**config.mk**
```make
export PLATFORM = sky130hd
export DESIGN_NAME = seg7_scan_32
export DESIGN_NICKNAME = d
export VERILOG_FILES = /design/src/rtl/seg7_scan_32.sv
export SDC_FILE = /design/constraint.sdc
export NUM_CORES = 1
export LEC_CHECK = 0
export CORE_ASPECT_RATIO = 0.8
export CORE_MARGIN = 4
export CORE_UTILIZATION = 50
export DETAILED_ROUTE_END_ITERATION = 8
export PLACE_DENSITY = 0.76
export SLEW_MARGIN = 5
export SYNTH_ARGS = -nofsm -noshare
export SYNTH_HDL_FRONTEND = slang
export SYNTH_SLANG_ARGS = --single-unit
export TNS_END_PERCENT = 5
```
**constraint.sdc**
```tcl
create_clock -name clk_i -period 2.67 [get_ports clk_i]
set_input_delay 0.267 -clock clk_i [delete_from_list [all_inputs] [get_ports clk_i]]
set_output_delay 0.267 -clock clk_i [all_outputs]
set_load 0.01 [all_outputs]
```
**src/rtl/seg7_scan_32.sv**
```systemverilog
// Eight-digit time-multiplexed seven-segment scan driver.
// Segments and anodes are active-low. The display word and blank mask are
// latched once per frame. Each digit slot starts with GUARD dark cycles, and
// leading zeros can optionally be suppressed.
module seg7_scan_32 #(
  parameter int unsigned SCAN_DIV = 100000,
  parameter int unsigned GUARD    = 16,
  parameter bit          LZ_BLANK = 1'b0
) (
  input  logic        clk_i,
  input  logic        rst_i,
  input  logic [31:0] data_i,
  input  logic [7:0]  blank_i,
  output logic        CA,
  output logic        CB,
  output logic        CC,
  output logic        CD,
  output logic        CE,
  output logic        CF,
  output logic        CG,
  output logic [7:0]  AN,
  output logic        frame_o
);

  localparam int unsigned    CW       = $clog2(SCAN_DIV);
  localparam logic [CW-1:0]  CNT_LAST = CW'(SCAN_DIV - 1);
  localparam logic [CW-1:0]  GUARD_LD = CW'(GUARD);

  logic [CW-1:0] cnt;
  logic [CW-1:0] g;
  logic [2:0]    idx;
  logic          tick;

  logic [31:0]   shadow_data;
  logic [7:0]    shadow_blank;

  logic [2:0]    msd;
  logic [7:0]    lz_mask;
  logic [7:0]    dark_mask;
  logic          dark;
  logic [3:0]    nibble;
  logic [6:0]    seg_q;

  // Segment pattern for one hex nibble, bit order {a,b,c,d,e,f,g}, 0 = lit.
  function automatic logic [6:0] hex_seg(input logic [3:0] n);
    logic [6:0] s;
    case (n)
      4'h0:    s = 7'b0000001;
      4'h1:    s = 7'b1001111;
      4'h2:    s = 7'b0010010;
      4'h3:    s = 7'b0000110;
      4'h4:    s = 7'b1001100;
      4'h5:    s = 7'b0100100;
      4'h6:    s = 7'b0100000;
      4'h7:    s = 7'b0001111;
      4'h8:    s = 7'b0000000;
      4'h9:    s = 7'b0000100;
      4'hA:    s = 7'b0001000;
      4'hB:    s = 7'b1100000;
      4'hC:    s = 7'b0110001;
      4'hD:    s = 7'b1000010;
      4'hE:    s = 7'b0110000;
      default: s = 7'b0111000;
    endcase
    return s;
  endfunction

  assign tick = (cnt == CNT_LAST);

  // Prescaler: one tick per digit slot.
  always_ff @(posedge clk_i or posedge rst_i) begin
    if (rst_i) begin
      cnt <= '0;
    end else if (tick) begin
      cnt <= '0;
    end else begin
      cnt <= cnt + 1'b1;
    end
  end

  // Digit index advance and guard countdown at the start of each slot.
  always_ff @(posedge clk_i or posedge rst_i) begin
    if (rst_i) begin
      idx <= '0;
      g   <= '0;
    end else if (tick) begin
      idx <= idx + 3'd1;
      g   <= GUARD_LD;
    end else if (g != '0) begin
      g <= g - 1'b1;
    end
  end

  // Frame latch: capture the word and mask as the scan wraps past digit 7.
  always_ff @(posedge clk_i or posedge rst_i) begin
    if (rst_i) begin
      shadow_data  <= '0;
      shadow_blank <= '0;
      frame_o      <= 1'b0;
    end else begin
      frame_o <= tick && (idx == 3'd7);
      if (tick && (idx == 3'd7)) begin
        shadow_data  <= data_i;
        shadow_blank <= blank_i;
      end
    end
  end

  // Leading-zero mask: digits above the most significant non-zero nibble.
  always_comb begin
    msd     = '0;
    lz_mask = '0;
    for (int unsigned k = 1; k < 8; k++) begin
      if (shadow_data[4*k +: 4] != 4'h0) begin
        msd = 3'(k);
      end
    end
    if (LZ_BLANK) begin
      for (int unsigned k = 0; k < 8; k++) begin
        lz_mask[k] = (3'(k) > msd);
      end
    end
  end

  // Current digit is dark during the guard window or when masked.
  always_comb begin
    dark_mask = shadow_blank | lz_mask;
    dark      = (g != '0) || dark_mask[idx];
    nibble    = shadow_data[{idx, 2'b00} +: 4];
  end

  // Registered anode and segment drive.
  always_ff @(posedge clk_i or posedge rst_i) begin
    if (rst_i) begin
      AN    <= '1;
      seg_q <= '1;
    end else if (dark) begin
      AN    <= '1;
      seg_q <= '1;
    end else begin
      AN    <= ~(8'b1 << idx);
      seg_q <= hex_seg(nibble);
    end
  end

  assign {CA, CB, CC, CD, CE, CF, CG} = seg_q;

endmodule

```
==> results.toml, run 1 <==
[layout]
fillCellCount = 688
instances_no_fill = 537
antenna_cells = 0
seq_area_sq_um = 2350
multi_input_area_sq_um = 1960
area.growth.synth_to_final_pct = 21.4
drive_gt1_share_pct = 18.4
final_core_util_pct = 63.0
final_nets = 477

[power_and_ir_drop]
p_sw_share_pct = 23.5
clockPowerShare_pct = 37.4
power.switching_w = 0.000630
p_leak_nw = 2.34
max-vdd-ir-drop_mv = 0.300
internal-power_w = 0.00205
sequentialPowerShare_pct = 55.0
combPwrFrac_pct = 7.6
power.density_nw_per_um2 = 497

[floorplanning]
rows = 30
die_w_um = 113
die_area_sq_um = 10500
core_area_sq_um = 8560
ios = 58
die_y_um = 92.3
initial_core_util_pct = 51.9

[clock_network]
cts_hold_buf = 0
clock-sinks = 93
cts_buffers = 9
clk_pin_slew_ns = 0.10
post_cts_buffers = 0
cts_tree = "yes"
clockRootBuffer = "clkbuf_8"
cts-htree-levels = 3
clock_path_buffers = 2
clk_latency_ns = 0.37
cts_resized = 0

[place]
dp_cells = 521
gp_congestion = 0.843
port_buffers = 57
dp_hpwl_um = 6190
pre_cts_ws_ns = 0.305

[timing]
setup_viol = 0
worst_pin_slew_ns = 0.504
hold-worst-slack_ns = 0.307
slew_headroom_pct = 65.9
fmax_ghz = 0.415
fin_skew_ns = 0.0126
slew_violations = 0
hold_viol = 0
layout_min_cycle_time_ns = 2.41
fin_tns_setup_ns = 0
fin_ws_ns = 0.262
grt_setup_unrepaired = "no"
fin_crit_sh_pct = 90.2

[status]
status = "completed"

[worst_setup_path]
critical_path_class = "reg2reg"
slowest_stage = "dfrtp_1"
crit_path_cell_trace = "mux4_2 > mux2i_1 > inv_1 > ha_1 > mux2_1 > mux2i_1 > nand2_1"
arrival_ns = 2.70
cp-end-kind = "flop"
worst-r2r-setup-slack_ns = 0.26
cp_common_cell = "mux2i_1"
crit_path_max_incr_delay_ns = 0.66
r2r_cells = 7
r2r_end = "seg_q[3]$_DFF_PP1_"
reg2reg_from = "idx[0]$_DFFE_PP0N_"
startpoint_type = "flop"
worstPathRequired_ns = 2.96
crit_path_max_fanout = 9

[flow_run]
drv_cap = 0

[global_route]
grt_pass1_wl_um = 14200
grt_max_degree = 59
antenna_found_initial = 0
grt.overflow.total = 0
grt_pass1_vias = 2911
grt_usage_pct = 17.3

[worst_hold_path]
hold_class = "in2async"

[yosys]
synth_cell_types = 52
netlist_instances = 354
yosys_warnings = 0
syn-num-nets = 411
yosysSeqAreaShare_pct = 52.8
syn_area_sq_um = 4450
avgSynthCellArea_sq_um = 12.6
ys_ff_latch = 93

[detailed_routing]
firstDrtPassIters = 4
wl_um = 8470
drt-vias-per-instance = 5.30
vias = 2846
drcViolationCount = 0
drtIter0Drc = 130
ant_nets = 0
routedWlPerCell_um = 15.8
[how the worst max path moves through the flow]
stage / startpoint / cells after the start / end
6_report: idx[0]$_DFFE_PP0N_ / 7 / seg_q[3]$_DFF_PP1_
5_1_grt: idx[0]$_DFFE_PP0N_ / 7 / seg_q[3]$_DFF_PP1_
4_1_cts: idx[0]$_DFFE_PP0N_ / 7 / seg_q[3]$_DFF_PP1_
3_5_place_dp: idx[0]$_DFFE_PP0N_ / 7 / seg_q[3]$_DFF_PP1_
3_3_place_gp: idx[0]$_DFFE_PP0N_ / 7 / seg_q[3]$_DFF_PP1_
2_1_floorplan: rst_i / 1 / cnt[0]$_DFF_PP0_
[power groups by stage]
| stage | combinational (W) | clock [W] | sequential, W |
|---|---|---|---|
| floorplan | 0.0000933 | 0 | 0.00150 |
| global placement | 0.000201 | 0 | 0.00150 |
| detailed placement | 0.000206 | 0 | 0.00150 |
| CTS | 0.000207 | 0.00103 | 0.00147 |
| global route | 0.000224 | 0.00108 | 0.00148 |
| finish | 0.000203 | 0.00100 | 0.00147 |
[placed cells by master (no fill, tap or decap), types with 2 or more instances in the layout]
| cell type | count |
|---|---|
| dfrtp_1 | 78 |
| clkdlybuf4s50_1 | 57 |
| nor2_1 | 33 |
| mux2_1 | 31 |
| nand2_1 | 22 |
| nand3_1 | 19 |
| xor2_1 | 19 |
| dfstp_2 | 15 |
| ha_1 | 15 |
| inv_1 | 12 |
| mux2_2 | 11 |
| xnor2_1 | 10 |
| clkbuf_8 | 10 |
| buf_4 | 10 |
| mux4_2 | 9 |
| nand4_1 | 7 |
| mux2i_1 | 6 |
| nor4_1 | 4 |
| nor3_1 | 4 |
| a21oi_1 | 4 |
| nor4_2 | 3 |
| inv_6 | 3 |
| nand2b_1 | 2 |
| nand4b_1 | 2 |
| o21ai_0 | 2 |
| or2_2 | 2 |
| and3_1 | 2 |
| o211ai_1 | 2 |
| nand3b_1 | 2 |
| buf_12 | 2 |
[critical path, delay by kind of cell (launching register included)]
kind,cells,cell delay [ns]
simple gates,1,0.08
flops,1,0.66
mux,4,1.23
fa+ha+maj,1,0.27
buf+inv,1,0.10
[stage by stage]
stage,total power [W],cell area (sq um)
2_1_floorplan,0.00159,4450
3_3_place_gp,0.00170,5180
3_5_place_dp,0.00171,5180
4_1_cts,0.00271,5400
5_1_grt,0.00279,5400
6_report,0.00268,5400
[registers in the layout, summed over array words and instances (netlist names)]
| signal | cells |
|---|---|
| AN | 8 |
| cnt | 17 |
| dark_mask | 8 |
| frame_o | 1 |
| g | 17 |
| idx | 3 |
| seg_q | 7 |
| shadow_data | 32 |
[cells in the mapped netlist, drive strengths merged]
cell type	count	area, sq um
o31ai	1	7.51
clkinv	1	3.75
mux4	10	229
or2	2	12.5
clkbuf	4	25.0
mux2i	7	82.6
a22o	1	8.76
nand4	8	56.3
a211oi	1	7.51
or4	1	7.51
mux2	42	473
nand2b	2	12.5
nor2b	2	20.0
xnor2	10	87.6
inv	13	48.8
nor3b	1	7.51
nand4b	2	17.5
buf	10	67.6
or2b	1	11.3
o211ai	2	15.0
and2b	1	8.76
xor2	19	166
and3	2	12.5
ha	15	188
nor2	33	124
dfstp	15	394
and4b	1	10.0
a21oi	5	36.3
o21bai	1	7.51
o21ai	3	15.0
nand3	20	105
nand3b	2	15.0
nand2	23	86.3
nor3	4	20.0
nor4	7	62.6
nor4b	2	23.8
and4	1	8.76
dfrtp	78	1950
o311ai	1	8.76
[logic make-up after synthesis]
kind of cell | count (synthesis) | share of synthesized area [%]
compound gates | 15 | 2.39
xor+xnor | 29 | 5.71
fa+ha+maj | 15 | 4.22
buf+inv | 28 | 3.26
flops | 93 | 52.8
mux | 59 | 17.6
simple gates | 115 | 14.0
[final cells by class]
class,count,share of cell area [%]
clock inverters,6,1.39
flip-flops and latches,93,43.5
inverters,14,0.997
repair buffers,69,12.7
clock buffers,10,2.55
well taps,112,2.60
multi-input cells,233,36.3
[layer usage]
layer	GRT usage [%]	vias to the layer above	part of all wire (%)
li1	-	1359	-
met1	24.1	1398	48
met2	26.2	70	46
met3	3.79	19	4.3
met4	7.31	0	2.3
met5	0	-	0
No activity file was read; power rests on OpenSTA's default activity.
==> run 2, diff against run 1 <==
Settings changed: CORE_MARGIN 4 to unset, CORE_UTILIZATION 50 to 52, CTS_BUF_LIST set to sky130_fd_sc_hd__clkbuf_8, PLACE_DENSITY 0.76 to 0.79.
==> run 2 against run 1 <==
  * Final cell count is 0.93% lower
  * Core utilization is 3.6 points higher
  * Clock power hardly changed
  * Non-clock buffer count is 1 lower
  * Critical endpoint is now seg_q[4]$_DFF_PP1_
  * Power is 1.3% higher
  * Die area is 15% lower
  * Critical path depth is 2 lower
  * Clock skew is 0.0031 ns lower
  * Via count hardly changed
  * Fmax is 2.2% higher
  * Routed wire length is 1.2% lower
  * Register-to-register slack better by 0.05 ns
==> results.toml, run 2 (synthesized netlist as in run 1, its figures left out) <==
[power_and_ir_drop]
sequentialPowerShare_pct = 54.5
max-vdd-ir-drop_mv = 0.382
power.density_nw_per_um2 = 503
p_sw_share_pct = 22.4
internal-power_w = 0.00211
power.switching_w = 0.000607
clockPowerShare_pct = 38.1
p_leak_nw = 2.34
combPwrFrac_pct = 7.4

[worst_setup_path]
worst-r2r-setup-slack_ns = 0.31
slowest_stage = "dfrtp_1"
worstPathRequired_ns = 2.92
crit_path_cell_trace = "buf_4 > mux4_2 > or2_2 > a21oi_4 > o311ai_0"
r2r_cells = 5
reg2reg_from = "idx[0]$_DFFE_PP0N_"
arrival_ns = 2.61
crit_path_max_fanout = 12
critical_path_class = "reg2reg"
cp-end-kind = "flop"
r2r_end = "seg_q[4]$_DFF_PP1_"
startpoint_type = "flop"
crit_path_start = "idx[0]$_DFFE_PP0N_"
crit_path_max_incr_delay_ns = 0.62

[floorplanning]
die_w_um = 105
core_area_sq_um = 8090
initial_core_util_pct = 54.9
ios = 58
die_area_sq_um = 8930
die_y_um = 84.7
rows = 29

[clock_network]
clock-sinks = 93
post_cts_buffers = 0
cts_resized = 0
cts_hold_buf = 0
clk_latency_ns = 0.37
clk_pin_slew_ns = 0.09
clock_path_buffers = 2
cts_tree = "yes"
clockRootBuffer = "clkbuf_8"
cts-htree-levels = 3
cts_buffers = 9

[layout]
area.growth.synth_to_final_pct = 21.3
fillCellCount = 603
drive_gt1_share_pct = 18.2
largestRegisters = "shadow_data x32, cnt x17, g x17"
layout_common_cells = "78 x dfrtp_1, 57 x clkdlybuf4s50_1, 33 x nor2_1"
layout_commonest_cell = "dfrtp_1"
antenna_cells = 0
largest_register_ff_count = 32
final_nets = 476
max_flop_register = "shadow_data"
final_cell_area_sq_um = 5390

[timing]
fin_tns_setup_ns = 0
slew_violations = 0
slew_headroom_pct = 53.1
fin_crit_sh_pct = 88.2
layout_min_cycle_time_ns = 2.36
grt_setup_unrepaired = "no"
setup_viol = 0
hold-worst-slack_ns = 0.315
worst_pin_slew_ns = 0.703
fmax_ghz = 0.425
fin_skew_ns = 0.00944
hold_viol = 0

[detailed_routing]
routedWlPerCell_um = 15.7
firstDrtPassIters = 4
drtIter0Drc = 166
drcViolationCount = 0
drt-vias-per-instance = 5.35
vias = 2847
ant_nets = 0
wl_um = 8370

[global_route]
grt.overflow.total = 0
grt_usage_pct = 20.6
grt_pass1_wl_um = 14200
grt_pass1_vias = 2842
grt_max_degree = 42
antenna_found_initial = 0

[status]
status = "completed"

[place]
dp_hpwl_um = 6070
place_area_sq_um = 5170
port_buffers = 57
gp_congestion = 0.870

[flow_run]
drv_cap = 0

[worst_hold_path]
hold_class = "in2async"
## run 2: changes by cell type in the layout (fill, tap and decap cells not counted), sizes merged
| cell | change |
|---|---|
| inv | -3 |
| buf | -1 |
| clkinv | +3 |
| clkbuf | -1 |
| bufinv | +1 |
## run 2: worst max path at each step
stage / endpoint / slack (ns) / depth (start not counted)
5_1_grt: seg_q[6]$_DFF_PP1_ / 0.18 / 7
3_3_place_gp: seg_q[3]$_DFF_PP1_ / 0.43 / 7
2_1_floorplan: cnt[0]$_DFF_PP0_ / 0.008 / 1
4_1_cts: seg_q[4]$_DFF_PP1_ / 0.31 / 5
6_report: seg_q[4]$_DFF_PP1_ / 0.31 / 5
3_5_place_dp: seg_q[4]$_DFF_PP1_ / 0.32 / 5
## run 2: worst max-delay path: cells and delay by family, from the launching register on
family	cells	cell delay (ns)
mux	1	0.51
simple gates	1	0.32
buf+inv	1	0.24
compound gates	2	0.55
flops	1	0.62
## run 2: area by class of cell
class                   instances  area [sq um]  area share (%)
flip-flops and latches         93          2350            43.5
clock inverters                 7          98.8            1.83
inverters                      14          53.8           0.998
well taps                     108           135            2.51
multi-input cells             233          1960            36.3
repair buffers                 68           678            12.6
clock buffers                   9           124            2.30
## run 2: power groups by stage
stage | Clock [W] | Sequential [W] | Combinational [W]
after floorplan | 0 | 0.00150 | 0.0000933
after global placement | 0 | 0.00150 | 0.000198
after detailed placement | 0 | 0.00150 | 0.000204
after CTS | 0.00106 | 0.00148 | 0.000206
after global routing | 0.00111 | 0.00148 | 0.000222
final | 0.00103 | 0.00148 | 0.000202
## run 2: metal layers
layer	vias to the layer above	routed length, um	global-route usage (%)
met3	16	458	5.51
met1	1383	4210	30.4
met4	0	155	7.94
li1	1363	-	-
met5	-	0	0
met2	85	3550	29.2
## run 2: metrics by stage
step,std cells,power (W),setup slack (ns),utilization [%]
after floorplan,354,0.00159,0.00751,-
after global placement,516,0.00170,0.431,63.9
after detailed placement,516,0.00171,0.316,63.9
after CTS,532,0.00274,0.308,66.6
after global routing,532,0.00282,0.180,66.6
final,532,0.00271,0.315,66.6
